`config.mk`:
```
export PLATFORM = sky130hd
export DESIGN_NAME = mem_access_unit
export DESIGN_NICKNAME = d
export VERILOG_FILES = /design/src/rtl/mem_access_unit.sv
export SDC_FILE = /design/constraint.sdc
export NUM_CORES = 1
export LEC_CHECK = 0
export CAP_MARGIN = 0
export CORE_ASPECT_RATIO = 0.7
export CORE_MARGIN = 10
export CORE_UTILIZATION = 40
export DETAILED_ROUTE_END_ITERATION = 8
export PLACE_DENSITY = 0.75
export SLEW_MARGIN = 20
export SYNTH_ARGS = -nofsm -noshare
export SYNTH_HDL_FRONTEND = slang
export SYNTH_SLANG_ARGS = --single-unit
```
`constraint.sdc`:
```
create_clock -name clk -period 2.9 [get_ports clk]
set_input_delay 0.58 -clock clk [delete_from_list [all_inputs] [get_ports clk]]
set_output_delay 0.58 -clock clk [all_outputs]
set_load 0.05 [all_outputs]
```
`src/rtl/mem_access_unit.sv`:
```
// Load/store initiator for a word-wide, negedge-acting RAM. Sub-word stores are done as
// read-modify-write. Only one request is in flight at a time.
module mem_access_unit #(
  parameter int unsigned ADDR_BITS   = 18,
  parameter bit          CHECK_RANGE = 1'b1
) (
  input  logic        clk,
  input  logic        reset,
  input  logic        req_valid,
  output logic        req_ready,
  input  logic        req_write,
  input  logic [1:0]  req_size,
  input  logic        req_unsigned,
  input  logic [31:0] req_addr,
  input  logic [31:0] req_wdata,
  output logic        resp_valid,
  output logic        resp_error,
  output logic [31:0] resp_rdata,
  output logic        ram_read_enable,
  output logic        ram_write_enable,
  output logic [31:0] ram_address,
  output logic [31:0] ram_wdata,
  input  logic [31:0] ram_rdata
);

  typedef enum logic [2:0] {
    StIdle, StRd, StWr, StRmwRd, StRmwWr, StResp, StErrResp
  } state_e;

  state_e      state_q, state_d;
  logic [1:0]  size_q, size_d;
  logic        uns_q, uns_d;
  logic [1:0]  lane_q, lane_d;
  logic [31:0] wdata_q, wdata_d;
  logic        re_q, re_d, we_q, we_d;
  logic [31:0] addr_q, addr_d, ram_wdata_q, ram_wdata_d;
  logic        resp_valid_q, resp_valid_d, resp_error_q, resp_error_d;
  logic [31:0] resp_rdata_q, resp_rdata_d;

  logic        req_err;
  logic [7:0]  rd_byte;
  logic [15:0] rd_half;
  logic [31:0] load_ext, merged;

  always_comb begin
    req_err = 1'b0;
    if (req_size == 2'b11) req_err = 1'b1;
    if (req_size == 2'b01 && req_addr[0]) req_err = 1'b1;
    if (req_size == 2'b10 && req_addr[1:0] != 2'b00) req_err = 1'b1;
    if (CHECK_RANGE && ((req_addr >> ADDR_BITS) != 32'd0)) req_err = 1'b1;
  end

  // Lane extraction and merge both work on the word RAM returned during this access.
  always_comb begin
    rd_byte = ram_rdata[7:0];
    unique case (lane_q)
      2'd0: rd_byte = ram_rdata[7:0];
      2'd1: rd_byte = ram_rdata[15:8];
      2'd2: rd_byte = ram_rdata[23:16];
      2'd3: rd_byte = ram_rdata[31:24];
      default: rd_byte = ram_rdata[7:0];
    endcase
    rd_half = lane_q[1] ? ram_rdata[31:16] : ram_rdata[15:0];
    unique case (size_q)
      2'b00:   load_ext = {{24{~uns_q & rd_byte[7]}}, rd_byte};
      2'b01:   load_ext = {{16{~uns_q & rd_half[15]}}, rd_half};
      default: load_ext = ram_rdata;
    endcase
    merged = ram_rdata;
    if (size_q == 2'b00) begin
      unique case (lane_q)
        2'd0: merged[7:0]   = wdata_q[7:0];
        2'd1: merged[15:8]  = wdata_q[7:0];
        2'd2: merged[23:16] = wdata_q[7:0];
        2'd3: merged[31:24] = wdata_q[7:0];
        default: merged = ram_rdata;
      endcase
    end else if (lane_q[1]) begin
      merged[31:16] = wdata_q[15:0];
    end else begin
      merged[15:0] = wdata_q[15:0];
    end
  end

  always_comb begin
    state_d      = state_q;
    size_d       = size_q;
    uns_d        = uns_q;
    lane_d       = lane_q;
    wdata_d      = wdata_q;
    addr_d       = addr_q;
    ram_wdata_d  = ram_wdata_q;
    re_d         = 1'b0;
    we_d         = 1'b0;
    resp_valid_d = 1'b0;
    resp_error_d = 1'b0;
    resp_rdata_d = 32'd0;
    unique case (state_q)
      StIdle: begin
        if (req_valid) begin
          size_d  = req_size;
          uns_d   = req_unsigned;
          lane_d  = req_addr[1:0];
          wdata_d = req_wdata;
          addr_d  = {req_addr[31:2], 2'b00};
          if (req_err) begin
            state_d      = StErrResp;
            resp_valid_d = 1'b1;
            resp_error_d = 1'b1;
          end else if (!req_write) begin
            state_d = StRd;
            re_d    = 1'b1;
          end else if (req_size == 2'b10) begin
            state_d     = StWr;
            we_d        = 1'b1;
            ram_wdata_d = req_wdata;
          end else begin
            state_d = StRmwRd;
            re_d    = 1'b1;
          end
        end
      end
      StRd: begin
        state_d      = StResp;
        resp_valid_d = 1'b1;
        resp_rdata_d = load_ext;
      end
      StWr: begin
        state_d      = StResp;
        resp_valid_d = 1'b1;
      end
      StRmwRd: begin
        state_d     = StRmwWr;
        we_d        = 1'b1;
        ram_wdata_d = merged;
      end
      StRmwWr: begin
        state_d      = StResp;
        resp_valid_d = 1'b1;
      end
      default: state_d = StIdle;
    endcase
  end

  always_ff @(posedge clk) begin
    if (reset) begin
      state_q      <= StIdle;
      size_q       <= 2'b00;
      uns_q        <= 1'b0;
      lane_q       <= 2'b00;
      wdata_q      <= 32'd0;
      re_q         <= 1'b0;
      we_q         <= 1'b0;
      addr_q       <= 32'd0;
      ram_wdata_q  <= 32'd0;
      resp_valid_q <= 1'b0;
      resp_error_q <= 1'b0;
      resp_rdata_q <= 32'd0;
    end else begin
      state_q      <= state_d;
      size_q       <= size_d;
      uns_q        <= uns_d;
      lane_q       <= lane_d;
      wdata_q      <= wdata_d;
      re_q         <= re_d;
      we_q         <= we_d;
      addr_q       <= addr_d;
      ram_wdata_q  <= ram_wdata_d;
      resp_valid_q <= resp_valid_d;
      resp_error_q <= resp_error_d;
      resp_rdata_q <= resp_rdata_d;
    end
  end

  assign req_ready        = (state_q == StIdle);
  assign resp_valid       = resp_valid_q;
  assign resp_error       = resp_error_q;
  assign resp_rdata       = resp_rdata_q;
  assign ram_read_enable  = re_q;
  assign ram_write_enable = we_q;
  assign ram_address      = addr_q;
  assign ram_wdata        = ram_wdata_q;

endmodule

```
# ---- Word level (Yosys, flattened, before mapping)
# Index checks and enable logic that the tools add are counted.
# W data, S select, Z words.
dict set report word_totals {
  register_bits 122
  input_bits 103
}
dict set report op_classes {
  n_eq_ne 15
  muxes 34
  bitwise_logic 6
  reduce_logical 14
}
# cell n
set ops {}
lappend ops {{$mux W32} 5}
lappend ops {{$pmux W32 S2} 2}
lappend ops {{$mux W16} 3}
lappend ops {{$mux W8} 4}
lappend ops {{$pmux W8 S4} 1}
lappend ops {{$reduce_bool A32 Y1} 1}
lappend ops {{$mux W1} 13}
lappend ops {{$pmux W3 S3} 1}
lappend ops {{$eq A2 B2 Y1 const B} 4}
lappend ops {{$eq A2 B1 Y1 const B} 3}
lappend ops {{$eq A3 B2 Y1 const B} 2}
lappend ops {{$mux W3} 2}
lappend ops {{$reduce_and A5 Y1} 1}
lappend ops {{$logic_not A2 Y1} 2}
lappend ops {{$ne A2 B1 Y1 const B} 2}
lappend ops {{$ne A2 B2 Y1 const B} 2}
lappend ops {{$not A1 Y1} 4}
lappend ops {{$pmux W1 S2} 2}
lappend ops {{$reduce_bool A2 Y1} 2}
lappend ops {{$reduce_or A2 Y1} 2}
lappend ops {{$reduce_or A4 Y1} 1}
lappend ops {{$eq A3 B1 Y1 const B} 1}
lappend ops {{$eq A3 B3 Y1 const B} 1}
lappend ops {{$logic_not A3 Y1} 1}
lappend ops {{5 further kinds} 7}

# ---- Depth between registers and ports, before layout
dict set report logic_depth {
  word_depth 8
  depth_mapped 7
}

# ---- Worst setup path before layout
# Ideal clock, no wire load.
dict set report synth_timing {
  path_type {reg2reg}
  from {register state_q[0]}
  to {register ram_wdata_q[27], in the netlist ram_wdata[27]}
  t_arrival_ps 2094
  path_slack_ps 684
  path_stages_with_launch 6
  n_path_buf 1
  cell_sequence {dfxtp_1 nor3_4 nand2_2 o41a_1 buf_2 a221o_1}
}
dict set report synth_via {
  elab_chain_cells 3
  word_cells_on_any_way 9
  classes_between {5 x eq/ne; 1 x mux; 3 x reduce/logical}
}
# element line_no
set synth_rtl {}
lappend synth_rtl {{start: declaration} 30} ;# state_e state_q, state_d;
lappend synth_rtl {{start signal: assignment} 147} ;# state_q <= StIdle;
lappend synth_rtl {{start signal: assignment} 160} ;# state_q <= state_d;
lappend synth_rtl {{$logic_not A3 Y1 (*)} n/a}
lappend synth_rtl {{net req_ready} 10} ;# output logic req_ready,
lappend synth_rtl {{$ne A2 B1 Y1 (no source line), or another cell as far along} n/a}
lappend synth_rtl {{$reduce_and A5 Y1 (no source line)} n/a}
lappend synth_rtl {{end signal: assignment} 168} ;# ram_wdata_q <= ram_wdata_d;
lappend synth_rtl {{end: declaration} 36} ;# logic [31:0] addr_q, addr_d, ram_wdata_q, ram_wdata_d;
# The timed path passes the listed nets; every way through them passes the cells marked *.
# A chain may end at the register's enable or synchronous reset.

# ---- Final worst setup path
dict set report layout_timing {
  from {register state_q[0]}
  to {output port req_ready}
}
dict set report layout_via {
  elab_chain_cells 1
}
# element line_no
set layout_rtl {}
lappend layout_rtl {{$logic_not A3 Y1} 175} ;# assign req_ready = (state_q == StIdle);
lappend layout_rtl {{end: declaration} 10}
# Every way passes these cells.

==> impl_metrics.csv <==
group,metric,value,unit
detailed_routing,firstDrtPassIters,5,
logic_synthesis,yosys_most_used_dff,"dfxtp_1",
logic_synthesis,count_of_distinct_cell_types_in_the_synthesized_netlist,49,
setup_path,cp.buffers_inverters,1,
clock_network,cts.repair_timing.setup_buffer_count,0,
setup_path,critical_path.top_delay_family,"buffers and inverters",
finish,multi_input_area,2512,um^2
clock_network,tritoncts_clock_tree,"built",
logic_synthesis,postSynthAreaPerCell,8.996,um^2
setup_path,worst_setup_path_start_kind,"flip-flop",
finish,layout.cells.most_common,"clkdlybuf4s50_1",
floorplanning,boundaryPins,204,
global_routing,antenna_found_initial,1,
detailed_routing,drtAntennaViolNets,0,
status,outcome,"finished, final reports clean",
power_and_ir_drop,ir_worst_vdd,0.0004268,V
sta,min_period_over_period,87.25,%
global_routing,first_global_vias,5131,
global_routing,maximum_number_of_pins_on_one_net_before_global_route_repair,53,
clock_network,worst_skew_pair.late_latency,0.42,ns
logic_synthesis,warnings_from_yosys,0,
logic_synthesis,synthDominantCellAreaShare,47.22,%
power_and_ir_drop,totalPowerFinal,5052,uW
detailed_routing,wire_per_inst,20.82,um
clock_network,clock_tree.buffer_depth,2,
floorplanning,floorplan.initialDensity,41.22,%
job,cap_violations,0,
global_routing,overflow,0,
setup_path,critical_path_class,"reg -> out",
detailed_routing,route.detailed.vias_per_inst,5.590,
setup_path,critPathArrivalTime,1.95,ns
power_and_ir_drop,static_leakage,0.003171,uW
floorplanning,dieArea,17950,um^2
sta,worst_slew_pin_slew,0.9123,ns
setup_path,timing.critical_path.cells,"nor3_4, clkdlybuf4s50_1",
sta,rsz0062_at_grt,"no",
place,port_buffers,201,
clock_network,cts_num_sinks,122,
logic_synthesis,synth_area_leaders,"dfxtp_1 (47%), nand2_1 (8.1%), a21oi_1 (5.8%), a21o_1 (4.6%), mux2i_1 (3.3%)",
logic_synthesis,post_synth_inst_count,575,
detailed_routing,remaining_drc_errors,0,
finish,layout.area.seq,2442,um^2
logic_synthesis,synth_enable_flop_cells,0,
hold_path,holdCritPathClass,"reg -> reg",
global_routing,grt_first_pass_wirelength,29350,um
logic_synthesis,synthesis.area,5172,um^2
clock_network,clock_tree.root_cell,"clkbuf_16",
sta,timing.setup.tns,0,ns
floorplanning,chipWidth,155.9,um
logic_synthesis,synth_seq_area_share,47.22,%
setup_path,critPathRequiredTime,2.32,ns
sta,fin_crit,2.530,ns
setup_path,path_max_fanout,6,
sta,post-route-worst-setup-slack,0.3697,ns
sta,max_freq,0.3952,GHz
clock_network,cts.repair.resized,0,
setup_path,cp_slowest_stage_delay,0.86,ns
sta,max_slew_violation_count,0,
finish,fin_nets,867,
clock_network,clock_tree.htree_level_count,4,
global_routing,gr-usage-all-layers,20.85,%
place,gp_routability_congestion,0.9052,
detailed_routing,totalWireLength,19570,um
sta,clock-skew-final,0.009213,ns
clock_network,clk_pin_slew_worst_paths,0.06,ns
floorplanning,row_count,34,
place,place.detailed.hpwl,14870,um
setup_path,critPathSlowestCell,"clkdlybuf4s50_1",
finish,layout.cells.most_common_list,"clkdlybuf4s50_1 (200), dfxtp_1 (122), nand2_1 (111)",
power_and_ir_drop,power_per_cell_area,638.0,nW/um^2
sta,worst_slew_margin_rel,39.18,%
finish,drive_gt1_share,8.494,%
clock_network,post_cts_hold_buffer_count,0,
logic_synthesis,synthDominantAreaCellType,"dfxtp_1",
sta,finalHoldViolations,0,
floorplanning,vertical_die_dimension,115.1,um
clock_network,cts_inserted_buffers,17,
finish,filler_cell_count,1000,
setup_path,timing.critical_path.to_type,"output pin",
logic_synthesis,synth-async-reset-ratio,0,%
detailed_routing,dr.first_iter.drc_count,479,
logic_synthesis,ys_ff_latch,122,
floorplanning,coreArea,12550,um^2
sta,setup_violations,0,
place,place_ws,0.09327,ns
finish,area_growth_syn_to_layout,53.07,%
detailed_routing,route.vias.total,5255,
## synth_stat cells (2+ instances only)
master / instances
nor2b_1: 2
o2bb2ai_1: 16
mux2i_1: 17
buf_4: 4
nor4_1: 3
nor3_1: 6
a2111oi_0: 6
a21oi_1: 60
a211oi_1: 15
a22oi_1: 7
a21o_1: 32
inv_1: 4
buf_2: 5
nand2_1: 111
mux4_2: 6
o22ai_1: 8
a22o_1: 6
a21boi_0: 2
or2_2: 2
a221o_1: 15
clkbuf_1: 34
buf_6: 2
nor2_1: 36
o21ai_0: 12
mux2_2: 2
and2_1: 2
o21a_1: 7
nand3b_1: 9
nand2b_1: 3
dfxtp_1: 122
## power by group
group / internal [uW] / total, uW / switching, uW
sequential: 1770 / 1850 / 72.5
combinational: 410 / 1060 / 647
clock: 1340 / 2150 / 807
## flip-flops by register name, indices dropped and copies added (netlist names)
| register | flops |
|---|---|
| state_q | 3 |
| uns_q | 1 |
| size_q | 2 |
| lane_q | 2 |
| ram_address | 30 |
| ram_write_enable | 1 |
| ram_wdata | 32 |
| resp_error | 1 |
| resp_valid | 1 |
| ram_read_enable | 1 |
| wdata_q | 16 |
| resp_rdata | 32 |
## cell type report
type                            count  area share (%)
Tap cell                          162           2.560
Sequential cell                   122           30.85
Clock inverter                     12           1.754
Clock buffer                       20           5.894
Inverter                            4          0.1896
Multi-Input combinational cell    404           31.73
Antenna cell                        1         0.03161
Timing Repair Buffer              215           26.99
## per-stage QoR
stage                     hold WS [ns]  instance area, um^2  utilization (%)  instances
after floorplan                 0.4332                 5176                -        576
after global placement          0.4407                 7307            58.23        907
after detailed placement        0.4442                 7307            58.23        907
after CTS                       0.4522                 7913            63.05        939
after global routing            0.4730                 7915            63.07        939
final                           0.4543                 7918            63.09        940
## cell families after synthesis
group           synth area share (%)
mux                            6.338
buf+inv                        4.330
flops                          47.22
simple gates                   15.41
fa+ha+maj                     0.1935
compound gates                 26.44
other cells                  0.07250
## metal layers
layer	vias up	share of wire, %	track usage [%]	routed length (um)
met5	-	0	0	0
met4	0	1.0	4.141	200
met3	27	12	8.470	2285
met2	279	45	32.96	8826
met1	2502	42	26.45	8260
li1	2447	-	-	-
## worst min-delay path, stage by stage, from the launching register on
cell,delay [ns]
dfxtp_1,0.30
nand2_1,0.05
a21oi_1,0.05
## path summary, 6_finish.rpt
check             startpoint               to  slack, ns  depth (start not counted)
max               state_q[0]        req_ready       0.37                          2
min          ram_address[30]  ram_address[30]       0.45                          2
max reg2reg        size_q[0]     ram_wdata[2]       0.52                          5
min reg2reg  ram_address[30]  ram_address[30]       0.45                          2
Note: power is estimated with default switching activity, not from simulation.
